==> src/rtl/muldiv_pkg.sv <==
// muldiv_pkg: shared definitions for the RV32M multiply/divide unit.
// Holds the funct3 encodings, the FSM state enum, XLEN and the fixed results
// returned for divide-by-zero and signed overflow. Also provides helpers that
// tell whether each operand of a given funct3 is treated as signed.
package muldiv_pkg;

  localparam int XLEN = 32;

  localparam logic [2:0] F3_MUL    = 3'd0;
  localparam logic [2:0] F3_MULH   = 3'd1;
  localparam logic [2:0] F3_MULHSU = 3'd2;
  localparam logic [2:0] F3_MULHU  = 3'd3;
  localparam logic [2:0] F3_DIV    = 3'd4;
  localparam logic [2:0] F3_DIVU   = 3'd5;
  localparam logic [2:0] F3_REM    = 3'd6;
  localparam logic [2:0] F3_REMU   = 3'd7;

  localparam logic [XLEN-1:0] DIV0_QUOT    = 32'hFFFF_FFFF;
  localparam logic [XLEN-1:0] OVF_DIVIDEND = 32'h8000_0000;
  localparam logic [XLEN-1:0] OVF_DIVISOR  = 32'hFFFF_FFFF;
  localparam logic [XLEN-1:0] OVF_QUOT     = 32'h8000_0000;
  localparam logic [XLEN-1:0] OVF_REM      = 32'h0000_0000;

  typedef enum logic [1:0] {
    ST_IDLE = 2'd0,
    ST_MUL  = 2'd1,
    ST_DIV  = 2'd2,
    ST_DONE = 2'd3
  } state_e;

  // rs1 is signed for MUL, MULH, MULHSU, DIV and REM.
  function automatic logic a_is_signed(input logic [2:0] f3);
    return (f3 != F3_MULHU) && (f3 != F3_DIVU) && (f3 != F3_REMU);
  endfunction

  // rs2 is signed for MUL, MULH, DIV and REM.
  function automatic logic b_is_signed(input logic [2:0] f3);
    return (f3 == F3_MUL) || (f3 == F3_MULH) || (f3 == F3_DIV) || (f3 == F3_REM);
  endfunction

endpackage

==> src/rtl/div_step.sv <==
// div_step: one radix-2 restoring divide iteration (combinational).
// Ports:
//   rem_i     partial remainder (always < divisor)
//   quo_i     dividend bits still to shift in (MSB first) / quotient so far
//   divisor_i divisor magnitude
//   rem_o     next partial remainder
//   quo_o     quotient shifted left with the new quotient bit in the LSB
module div_step
  import muldiv_pkg::*;
(
  input  logic [XLEN-1:0] rem_i,
  input  logic [XLEN-1:0] quo_i,
  input  logic [XLEN-1:0] divisor_i,
  output logic [XLEN-1:0] rem_o,
  output logic [XLEN-1:0] quo_o
);

  logic [XLEN:0] rem_sh;
  logic [XLEN:0] diff;

  // Because rem_i < divisor, the shifted remainder fits in 33 bits and a
  // borrow in bit 32 of the difference means "does not go".
  assign rem_sh = {rem_i, quo_i[XLEN-1]};
  assign diff   = rem_sh - {1'b0, divisor_i};

  always_comb begin
    if (!diff[XLEN]) begin
      rem_o = diff[XLEN-1:0];
      quo_o = {quo_i[XLEN-2:0], 1'b1};
    end else begin
      rem_o = rem_sh[XLEN-1:0];
      quo_o = {quo_i[XLEN-2:0], 1'b0};
    end
  end

endmodule

==> src/rtl/muldiv_unit.sv <==
// muldiv_unit: iterative RV32M multiply/divide unit for the EX stage.
// Optional feature macro: MULDIV_FAST_MUL_EN -- single-cycle 33x33 multiplier
// instead of the 32-cycle shift-add loop.
// Ports:
//   clk, rst_n   clock, asynchronous active-low reset
//   start        instruction valid, sampled only in IDLE or DONE
//   funct3       M-op select
//   op_a, op_b   rs1 / rs2 operands
//   flush        aborts any operation; wins over start
//   busy         combinational stall request
//   done         one-cycle result-valid pulse
//   result       registered result
//   dbg_state    current FSM state
// Handshake: an op is accepted on a rising edge where start=1, flush=0 and the
// FSM is in IDLE or DONE; busy is high from that cycle until the cycle before
// done; result is valid while done=1 and stays stable until the next accept.
module muldiv_unit
  import muldiv_pkg::*;
(
  input  logic            clk,
  input  logic            rst_n,
  input  logic            start,
  input  logic [2:0]      funct3,
  input  logic [XLEN-1:0] op_a,
  input  logic [XLEN-1:0] op_b,
  input  logic            flush,
  output logic            busy,
  output logic            done,
  output logic [XLEN-1:0] result,
  output state_e          dbg_state
);

  state_e          state_q, state_d;
  logic [2:0]      f3_q, f3_d;
  logic [XLEN-1:0] a_q, a_d, b_q, b_d;
  // Shared working registers: divide uses rem/quo/div as remainder, quotient
  // and divisor; shift-add multiply uses them as product-high, product-low
  // (multiplier) and multiplicand.
  logic [XLEN-1:0] rem_q, rem_d, quo_q, quo_d, div_q, div_d;
  logic [4:0]      cnt_q, cnt_d;
  logic            qneg_q, qneg_d, rneg_q, rneg_d;
  logic [XLEN-1:0] result_q, result_d;

  logic            accept, sa, sb, last, ovf;
  logic [XLEN-1:0] step_rem, step_quo, q_fin, r_fin;
  logic [63:0]     mul_prod;

  div_step u_div_step (
    .rem_i     (rem_q),
    .quo_i     (quo_q),
    .divisor_i (div_q),
    .rem_o     (step_rem),
    .quo_o     (step_quo)
  );

  assign accept = start && !flush && ((state_q == ST_IDLE) || (state_q == ST_DONE));
  assign sa     = op_a[XLEN-1] && a_is_signed(funct3);
  assign sb     = op_b[XLEN-1] && b_is_signed(funct3);
  assign last   = (cnt_q == 5'd31);
  assign ovf    = !f3_q[0] && (a_q == OVF_DIVIDEND) && (b_q == OVF_DIVISOR);
  assign q_fin  = qneg_q ? (32'd0 - step_quo) : step_quo;
  assign r_fin  = rneg_q ? (32'd0 - step_rem) : step_rem;

`ifdef MULDIV_FAST_MUL_EN
  logic signed [XLEN:0] fast_a, fast_b;
  assign fast_a   = $signed({a_q[XLEN-1] && a_is_signed(f3_q), a_q});
  assign fast_b   = $signed({b_q[XLEN-1] && b_is_signed(f3_q), b_q});
  assign mul_prod = 64'(fast_a) * 64'(fast_b);
`else
  logic [XLEN:0]   mul_sum;
  logic [XLEN-1:0] mul_hi, mul_lo;
  logic [63:0]     mul_mag;
  // Shift-add on magnitudes: add multiplicand into the high half when the
  // multiplier LSB is set, then shift the 65-bit {carry,hi,lo} right by one.
  assign mul_sum  = {1'b0, rem_q} + (quo_q[0] ? {1'b0, div_q} : 33'd0);
  assign mul_hi   = mul_sum[XLEN:1];
  assign mul_lo   = {mul_sum[0], quo_q[XLEN-1:1]};
  assign mul_mag  = {mul_hi, mul_lo};
  assign mul_prod = qneg_q ? (64'd0 - mul_mag) : mul_mag;
`endif

  always_comb begin
    state_d  = state_q;
    f3_d     = f3_q;
    a_d      = a_q;
    b_d      = b_q;
    rem_d    = rem_q;
    quo_d    = quo_q;
    div_d    = div_q;
    cnt_d    = cnt_q;
    qneg_d   = qneg_q;
    rneg_d   = rneg_q;
    result_d = result_q;

    case (state_q)
      ST_IDLE, ST_DONE: begin
        state_d = ST_IDLE;
        if (accept) begin
          f3_d    = funct3;
          a_d     = op_a;
          b_d     = op_b;
          rem_d   = '0;
          quo_d   = sa ? (32'd0 - op_a) : op_a;
          div_d   = sb ? (32'd0 - op_b) : op_b;
          cnt_d   = '0;
          qneg_d  = sa ^ sb;
          rneg_d  = sa;
          state_d = funct3[2] ? ST_DIV : ST_MUL;
        end
      end
      ST_MUL: begin
`ifdef MULDIV_FAST_MUL_EN
        result_d = (f3_q == F3_MUL) ? mul_prod[31:0] : mul_prod[63:32];
        state_d  = ST_DONE;
`else
        rem_d = mul_hi;
        quo_d = mul_lo;
        cnt_d = cnt_q + 5'd1;
        if (last) begin
          result_d = (f3_q == F3_MUL) ? mul_prod[31:0] : mul_prod[63:32];
          state_d  = ST_DONE;
        end
`endif
      end
      ST_DIV: begin
        if (b_q == '0) begin
          result_d = f3_q[1] ? a_q : DIV0_QUOT;
          state_d  = ST_DONE;
        end else if (ovf) begin
          result_d = f3_q[1] ? OVF_REM : OVF_QUOT;
          state_d  = ST_DONE;
        end else begin
          rem_d = step_rem;
          quo_d = step_quo;
          cnt_d = cnt_q + 5'd1;
          if (last) begin
            result_d = f3_q[1] ? r_fin : q_fin;
            state_d  = ST_DONE;
          end
        end
      end
      default: state_d = ST_IDLE;
    endcase

    if (flush) begin
      state_d  = ST_IDLE;
      result_d = result_q;
    end
  end

  always_ff @(posedge clk or negedge rst_n) begin
    if (!rst_n) begin
      state_q  <= ST_IDLE;
      f3_q     <= '0;
      a_q      <= '0;
      b_q      <= '0;
      rem_q    <= '0;
      quo_q    <= '0;
      div_q    <= '0;
      cnt_q    <= '0;
      qneg_q   <= 1'b0;
      rneg_q   <= 1'b0;
      result_q <= '0;
    end else begin
      state_q  <= state_d;
      f3_q     <= f3_d;
      a_q      <= a_d;
      b_q      <= b_d;
      rem_q    <= rem_d;
      quo_q    <= quo_d;
      div_q    <= div_d;
      cnt_q    <= cnt_d;
      qneg_q   <= qneg_d;
      rneg_q   <= rneg_d;
      result_q <= result_d;
    end
  end

  assign busy      = accept || (!flush && ((state_q == ST_MUL) || (state_q == ST_DIV)));
  assign done      = (state_q == ST_DONE) && !flush;
  assign result    = result_q;
  assign dbg_state = state_q;

endmodule

==> config.mk <==
export PLATFORM = sky130hd
export DESIGN_NAME = muldiv_unit
export DESIGN_NICKNAME = d
export VERILOG_FILES = /design/src/rtl/muldiv_pkg.sv /design/src/rtl/div_step.sv /design/src/rtl/muldiv_unit.sv
export SDC_FILE = /design/constraint.sdc
export NUM_CORES = 1
export LEC_CHECK = 0
export CAP_MARGIN = 10
export CORE_ASPECT_RATIO = 1.1
export CORE_UTILIZATION = 44
export DETAILED_ROUTE_END_ITERATION = 6
export GPL_TIMING_DRIVEN = 0
export MAX_ROUTING_LAYER = met4
export PLACE_DENSITY_LB_ADDON = 0.25
export SLEW_MARGIN = 25
export SYNTH_ARGS = -nofsm -noshare
export SYNTH_HDL_FRONTEND = slang
export SYNTH_SLANG_ARGS = --single-unit
==> constraint.sdc <==
create_clock -name clk -period 12.1 [get_ports clk]
set_input_delay 1.815 -clock clk [delete_from_list [all_inputs] [get_ports clk]]
set_output_delay 1.815 -clock clk [all_outputs]
set_load 0.05 [all_outputs]
Word-level counts from Yosys, hierarchy flattened
Cells that the tools add are included.

$add $sub $neg: 8. Equality and inequality tests: 17. Multiplexer cells: 36. Bitwise logic cells: 2. Reductions and logical operators: 27.

Operator list (number): 2-to-1 mux 32 bit (20); one-hot mux 32 bit (3 select lines) (2); subtractor 1 x 32 -> 32 bit, first input constant (4); == test 32 bit, second input constant (2); 2-to-1 mux 64 bit (1); one-hot mux 32 bit (2 select lines) (1); subtractor 1 x 64 -> 64 bit, first input constant (1); adder 32 x 32 -> 33 bit (1); subtractor 33 x 32 -> 33 bit (1); logical NOT 32 bit (1); 2-to-1 mux 5 bit (3); one-hot mux 5 bit (3 select lines) (1); 2-to-1 mux 2 bit (6); logical AND 1 bit (10); inequality test 2 bit, second input constant (4); == test 3 bit, second input constant (2); logical NOT 3 bit (2); logical OR 1 bit (6); inequality test 3 bit, second input constant (2); one-hot mux 2 bit (3 select lines) (1); adder 5 x 1 -> 5 bit, second input constant (1); == test 5 bit, second input constant (1); == test 2 bit, second input constant (2); inequality test 4 bit, second input constant (1); 13 further kinds (14).

Register bits after elaboration: 204. Input bits: 71. Output and inout port bits: 36. Word-level logic and storage cells: 101.

Logic depth before layout (Yosys ltp)
Gate-level depths: netlist of run 1.

Word-level depth: 9. Mapped depth: 27. Depth with buffers taken out: 22.

Modules after synthesis
A second synthesis of run 1 with hierarchy kept.

Cell total of the unflattened synthesis: 2460. Area total of the unflattened synthesis: 19102.1 um^2.

Modules (own cells, without submodules): muldiv_unit (times used 1, cells an instance 2124, area an instance 16510.8 um^2, seq. area each 5079.9 um^2); div_step (times used 1, cells an instance 336, area an instance 2591.2 um^2, seq. area each 0.0 um^2).

Worst setup path before layout of run 1
No wires, ideal clock.

Path type: flip-flop to flip-flop. Start: reg quo_q[31]. End: reg result_q[28] (netlist: result[28]). Setup time: 0.077 ns. Arrival time: 5.189 ns. Data required time: 12.023 ns. Setup slack: 6.833 ns. Stages on the path, launching flop included: 28. Buffers on the path: 5. Period minus slack after synthesis: 5.267 ns. Cell sequence: dfrtp_1 -> clkbuf_1 -> inv_1 -> ha_1 -> inv_1 -> fa_1 -> a211oi_1 -> nor3_2 -> o21ai_1 -> a21oi_1 -> o211a_1 -> inv_1 -> clkbuf_1 -> buf_2 -> buf_2 -> buf_1 -> nor2_1 -> a21oi_1 -> ha_1 -> nand3b_1 -> nor4_1 -> and3_1 -> a31oi_1 -> or3_1 -> nor4_1 -> o21ai_0 -> a31o_2 -> a21oi_1.

Cells in the longest elaborated chain, start to end: 9. Elaborated cells between the ends (all ways): 16. Classes of those cells: add/sub (4); mux (12).

RTL lines: start, declared (line muldiv_unit.sv:39) `logic [XLEN-1:0] rem_q, rem_d, quo_q, quo_d, div_q, div_d;`; start signal, assigned (line muldiv_unit.sv:170) `quo_q <= quo_d;`; subtractor 33 x 32 -> 33 bit (line div_step.sv:24) `assign diff = rem_sh - {1'b0, divisor_i};`; 2-to-1 mux 1 bit / 2-to-1 mux 32 bit (equally long branches) (line div_step.sv:27) `if (!diff[XLEN]) begin`; subtractor 1 x 32 -> 32 bit, on equally long branches (line muldiv_unit.sv:61, muldiv_unit.sv:62); 2-to-1 mux 32 bit, on equally long branches (line muldiv_unit.sv:61, muldiv_unit.sv:62); 2-to-1 mux 32 bit (line muldiv_unit.sv:137) `result_d = f3_q[1] ? r_fin : q_fin;`; 2-to-1 mux 32 bit (line muldiv_unit.sv:136) `if (last) begin`; 2-to-1 mux 32 bit (line muldiv_unit.sv:129) `end else if (ovf) begin`; 2-to-1 mux 32 bit (line muldiv_unit.sv:126) `if (b_q == '0) begin`; one-hot mux 32 bit (2 select lines) (*) (line muldiv_unit.sv:95) `case (state_q)`; end signal, assigned (line muldiv_unit.sv:175) `result_q <= result_d;`; end, declared (line muldiv_unit.sv:42) `logic [XLEN-1:0] result_q, result_d;`.

Every way passes the cells marked *; elsewhere a longest branch is shown, timed or not. The select of a mux whose other input is x is not followed. A chain may end at the register's enable or synchronous reset.

Worst setup path after layout of run 1
Start: reg quo_q[31]. End: reg result_q[20] (netlist: result[20]).

Same word-level chain as after synthesis.

==> results.sh, run 1 <==
export IMPL_rsz0062_at_grt="false"
export IMPL_die_area_um2=43190
export IMPL_synthDistinctLibCells=92
export IMPL_grt_pass1_vias=19330
export IMPL_startpoint="quo_q[31]$_DFFE_PN0P_"
export IMPL_io_pins=107
export IMPL_port_buffers=105
export IMPL_drive_gt1_share_pct=3.907
export IMPL_wirelength_mm=86.21
export IMPL_top_layer_used="met4"
export IMPL_hpwl_mm=68.98
export IMPL_syn_to_final_growth_pct=14.42
export IMPL_clock_latency_ns=0.58
export IMPL_path_max_fanout=10
export IMPL_fmax_ghz=0.1275
export IMPL_fp_coreArea_um2=41480
export IMPL_reg2reg_from="quo_q[31]$_DFFE_PN0P_"
export IMPL_dieWidth_um=198.2
export IMPL_worstMarginPinSlew_ns=1.182
export IMPL_synthFlopType="dfrtp_1"
export IMPL_yosys_top_cells_area="dfrtp_1, nand2_1, o21ai_0, xnor2_1, ha_1"
export IMPL_die_y_um=217.9
export IMPL_synthArstFlopShare_pct=100.0
export IMPL_status="completed"
export IMPL_gp_congestion=1.057
export IMPL_pre_cts_slack_ns=4.505
export IMPL_fin_nets=2766
export IMPL_finalSetupTns_ns=0
export IMPL_post_drt_wl_per_cell_um=26.96
export IMPL_final_cell_mix="nand2_1, o21ai_0, dfrtp_1"
export IMPL_finalWorstSetupSlack_ns=4.257
export IMPL_ir_drop_mv=0.1614
export IMPL_dr_pass1_iters=6
export IMPL_cts_made_buffers=25
export IMPL_cpPeakStageDelay_ns=0.58
export IMPL_crit_path_top_delay_cell="buf_1"
export IMPL_drtIter0Drc=2591
export IMPL_route_detailed_drc=0
export IMPL_wl_met1_mm=36.88
export IMPL_ys_ff_latch=203
export IMPL_period_needed_ns=7.843
export IMPL_syn_inst=2483
export IMPL_yosysSeqAreaShare_pct=27.26
export IMPL_gr_total_overflow=0
export IMPL_period_share_pct=64.81
export IMPL_worstHoldStart="result[1]$_DFFE_PN0P_"
export IMPL_p_leak_uw=0.008893
export IMPL_postCtsSetupRepairBufs=0
export IMPL_yosys_area_top_type="dfrtp_1"
export IMPL_start_util_pct=44.94
export IMPL_layout_commonest_cell="nand2_1"
export IMPL_cts_buffer_depth=3
export IMPL_synth_area_per_cell_um2=7.506
export IMPL_hp_class="reg2reg"
export IMPL_maxCapViolations=0
export IMPL_ys_warn_count=0
export IMPL_rows=78
export IMPL_finalSetupViolations=0
export IMPL_ant_nets=0
export IMPL_cp_common_cell="inv_1"
export IMPL_globalRouteTotalUtil_pct=40.95
export IMPL_critPathRequiredTime_ns=12.52
export IMPL_hold_buffers=0
export IMPL_start_kind="register"
export IMPL_path_class="reg2reg"
export IMPL_routed_wl_met3_mm=8.780
export IMPL_slew_headroom_pct=20.66
export IMPL_vias_per_cell=6.431
export IMPL_worst_ep_arrival_time_ns=8.27
export IMPL_cts_sinks=203
export IMPL_root_buffer="clkbuf_16"
export IMPL_post_cts_resized=0
export IMPL_synth_top_cell_area_share_pct=27.26
export IMPL_finClkSkew_ns=0.03712
export IMPL_antenna_found_initial=1
export IMPL_synth_edf_count=0
export IMPL_grt_max_degree=95
export IMPL_synth_fp_nets=2630
export IMPL_maxSlewViolCount=0
export IMPL_hold_viol_final=0
export IMPL_powerDensity_nw_per_um2=168.2
export IMPL_htree_levels=1
export IMPL_cts_tree="yes"
export IMPL_worstSetupEndpointType="register"
export IMPL_synth_area_um2=18640
export IMPL_wl_met2_mm=36.30
export IMPL_dr_total_vias=20570
export IMPL_clkTransAtPathRegs_ns=0.06
export IMPL_grt_pass1_wl_mm=127.1
[cells by family after synthesis]
| group | after synthesis | synth area share (%) |
|---|---|---|
| simple gates | 925 | 23.42 |
| compound gates | 805 | 28.11 |
| mux | 23 | 1.249 |
| buf+inv | 243 | 5.015 |
| flops | 203 | 27.26 |
| xor+xnor | 208 | 9.774 |
| fa+ha+maj | 76 | 5.183 |
[Yosys cell counts (all sizes together), types with 31 or more instances]
master	n
nand2	431
nor2	172
dfrtp	203
nand3	31
a21o	57
a221oi	39
or3	33
ha	74
o31ai	46
a21oi	170
a211oi	53
nor3	60
o21ai	237
xor2	87
nor4	37
inv	71
xnor2	121
clkbuf	149
[state kept, by name, indices dropped and copies added, names as in the netlist, 3 cells and up]
| name | cells |
|---|---|
| a_q | 32 |
| rem_q | 32 |
| div_q | 31 |
| cnt_q | 5 |
| b_q | 32 |
| result | 32 |
| quo_q | 32 |
| f3_q | 3 |
[critical path: cells and delay by family, from the launching register on]
| family | cells | cell delay, ns |
|---|---|---|
| buf+inv | 8 | 2.43 |
| compound gates | 7 | 2.16 |
| simple gates | 8 | 1.59 |
| fa+ha+maj | 3 | 0.94 |
| flops | 1 | 0.36 |
| xor+xnor | 1 | 0.20 |
[metrics by stage]
step	instances	utilization [%]	cell area, µm²	hold WS [ns]	total power [µW]
final	3198	51.41	21330	0.4793	3588
after detailed placement	3152	49.40	20490	0.4709	2745
after floorplan	2483	-	18640	0.4493	2079
after global placement	3148	49.16	20390	0.4627	2732
after global routing	3197	51.41	21320	0.4923	3734
after CTS	3196	51.40	21320	0.4838	3530
[layer usage]
layer  track usage (%)  vias up
met3             7.191      190
met1             56.22     9934
met4             17.44        0
li1                  -     9252
met2             58.78     1189
met5                 -        -
[path summary, 6_finish.rpt]
| check | endpoint | slack (ns) | cells after the start |
|---|---|---|---|
| max | result[20]$_DFFE_PN0P_ | 4.26 | 27 |
| min | result[1]$_DFFE_PN0P_ | 0.48 | 1 |
| max reg2reg | result[20]$_DFFE_PN0P_ | 4.26 | 27 |
| min reg2reg | result[1]$_DFFE_PN0P_ | 0.48 | 1 |
| max in group asynchronous | b_q[15]$_DFFE_PN0P_ | 9.74 | 3 |
| min in group asynchronous | result[12]$_DFFE_PN0P_ | 1.15 | 1 |
[final cells by class]
class	instances	area [µm²]
Fill cell	4142	20150
Multi-Input combinational cell	2037	12650
Sequential cell	203	5080
Timing Repair Buffer	109	1124
Clock buffer	38	744.5
Tap cell	560	700.7
Buffer	171	664.4
Inverter	72	270.3
Clock inverter	6	86.33
Antenna cell	2	5.005
[where the power goes]
group	switching [µW]	total, µW	internal, µW
combinational	1250	1840	593
sequential	133	962	829
clock	320	784	464
total	1700	3590	1890
(Power assumes the default switching activity.)
==> run 2: changes to the inputs <==
==> constraint.sdc (replaced) <==
create_clock -name clk -period 6.9 [get_ports clk]
set_input_delay 1.035 -clock clk [delete_from_list [all_inputs] [get_ports clk]]
set_output_delay 1.035 -clock clk [all_outputs]
set_load 0.05 [all_outputs]
==> results.sh, run 2 (synthesized netlist as in run 1, its figures left out) <==
export IMPL_antenna_found_initial=1
export IMPL_ir_drop_mv=0.2827
export IMPL_clock_latency_ns=0.58
export IMPL_die_y_um=217.9
export IMPL_p_leak_uw=0.008902
export IMPL_design_area_um2=21360
export IMPL_gp_congestion=1.057
export IMPL_pre_cts_slack_ns=-0.6947
export IMPL_fin_nets=2764
export IMPL_post_cts_resized=4
export IMPL_postCtsSetupRepairBufs=0
export IMPL_top_usage_layer="met2"
export IMPL_grt_max_degree=95
export IMPL_post_drt_wl_per_cell_um=27.03
export IMPL_clkTransAtPathRegs_ns=0.06
export IMPL_fmax_ghz=0.1506
export IMPL_finClkSkew_ns=0.03587
export IMPL_worstSetupEndpointType="register"
export IMPL_maxSlewViolCount=0
export IMPL_htree_levels=1
export IMPL_start_util_pct=44.94
export IMPL_syn_to_final_growth_pct=14.58
export IMPL_ant_nets=0
export IMPL_dr_pass1_iters=6
export IMPL_multi_input_area_um2=12680
export IMPL_finalSetupViolations=0
export IMPL_path_class="reg2reg"
export IMPL_place_area_um2=20490
export IMPL_hold_viol_final=0
export IMPL_maxCapViolations=0
export IMPL_io_pins=107
export IMPL_worst_ep_arrival_time_ns=7.08
export IMPL_cts_tree="yes"
export IMPL_place_inst=3152
export IMPL_start_kind="register"
export IMPL_hold_buffers=0
export IMPL_dieWidth_um=198.2
export IMPL_period_share_pct=96.21
export IMPL_seq_area_um2=5080
export IMPL_vias_per_cell=6.446
export IMPL_port_buffers=105
export IMPL_hp_class="in2async"
export IMPL_cts_made_buffers=25
export IMPL_finalWorstSetupSlack_ns=0.2618
export IMPL_crit_path_top_delay_cell="dfrtp_1"
export IMPL_die_area_um2=43190
export IMPL_finish_utilization_pct=51.49
export IMPL_hpwl_mm=68.98
export IMPL_met1_usage_pct=55.94
export IMPL_layout_commonest_cell="nand2_1"
export IMPL_grt_pass1_vias=19350
export IMPL_grtUsageMet3_pct=7.037
export IMPL_whs_ns=0.3704
export IMPL_worstMarginPinSlew_ns=1.187
export IMPL_dr_total_vias=20600
export IMPL_cpPeakStageDelay_ns=0.69
export IMPL_cts_buffer_depth=3
export IMPL_powerDensity_nw_per_um2=294.9
export IMPL_root_buffer="clkbuf_16"
export IMPL_route_detailed_drc=0
export IMPL_final_cell_mix="nand2_1, o21ai_0, dfrtp_1"
export IMPL_path_max_fanout=15
export IMPL_slew_headroom_pct=20.30
export IMPL_wirelength_mm=86.40
export IMPL_period_needed_ns=6.638
export IMPL_fin_cells=3196
export IMPL_status="completed"
export IMPL_critPathRequiredTime_ns=7.34
export IMPL_drive_gt1_share_pct=4.214
export IMPL_grt_util_met2_pct=59.06
export IMPL_gr_total_overflow=0
export IMPL_rows=78
export IMPL_drtIter0Drc=2541
export IMPL_grt_pass1_wl_mm=126.9
export IMPL_nFillCells=4140
export IMPL_fp_coreArea_um2=41480
export IMPL_cts_sinks=203
export IMPL_globalRouteTotalUtil_pct=40.88
## run 2: report_power, final
group / switching, µW / internal, µW
sequential: 238 / 1450
clock: 562 / 814
combinational: 2190 / 1040
total: 2990 / 3310
## run 2: routing by layer
layer  vias up  wire length (µm)
li1       9270                 -
met4         0              4253
met1     10030             37210
met2      1129             36520
met5         -                 0
met3       172              8428
## run 2: worst max-delay path, delay by kind of cell (launching register included)
kind,cells,cell delay [ns]
adders and majority gates,3,0.81
buffers and inverters,6,1.33
AOI/OAI and AO/OA,8,1.82
xor gates and xnor gates,1,0.19
and+or+nand+nor,7,1.63
DFF,1,0.69
## run 2: layout make-up
type,count,share of cell area (%)
tap,560,3.281
timing repair buffer,109,5.261
buffer,169,3.094
clock inverter,6,0.4043
multi-input combinational,2037,59.38
sequential,203,23.79
antenna,2,0.02344
inverter,72,1.283
clock buffer,38,3.486
## run 2: stage by stage
| stage | TNS, ns | power [µW] |
|---|---|---|
| 2_1_floorplan | 0 | 3646 |
| 3_3_place_gp | -805.52 | 4791 |
| 3_5_place_dp | -5.898 | 4814 |
| 4_1_cts | 0 | 6193 |
| 5_1_grt | -0.02299 | 6556 |
| 6_report | 0 | 6297 |
## run 2: final timing paths
check	start	to	slack [ns]	cells past startpoint
max	quo_q[31]$_DFFE_PN0P_	result[22]$_DFFE_PN0P_	0.26	25
min	rst_n	result[12]$_DFFE_PN0P_	0.37	1
max reg2reg	quo_q[31]$_DFFE_PN0P_	result[22]$_DFFE_PN0P_	0.26	25
min reg2reg	result[1]$_DFFE_PN0P_	result[1]$_DFFE_PN0P_	0.48	1
max in group asynchronous	rst_n	b_q[15]$_DFFE_PN0P_	5.31	3
min in group clk	result[1]$_DFFE_PN0P_	result[1]$_DFFE_PN0P_	0.48	1
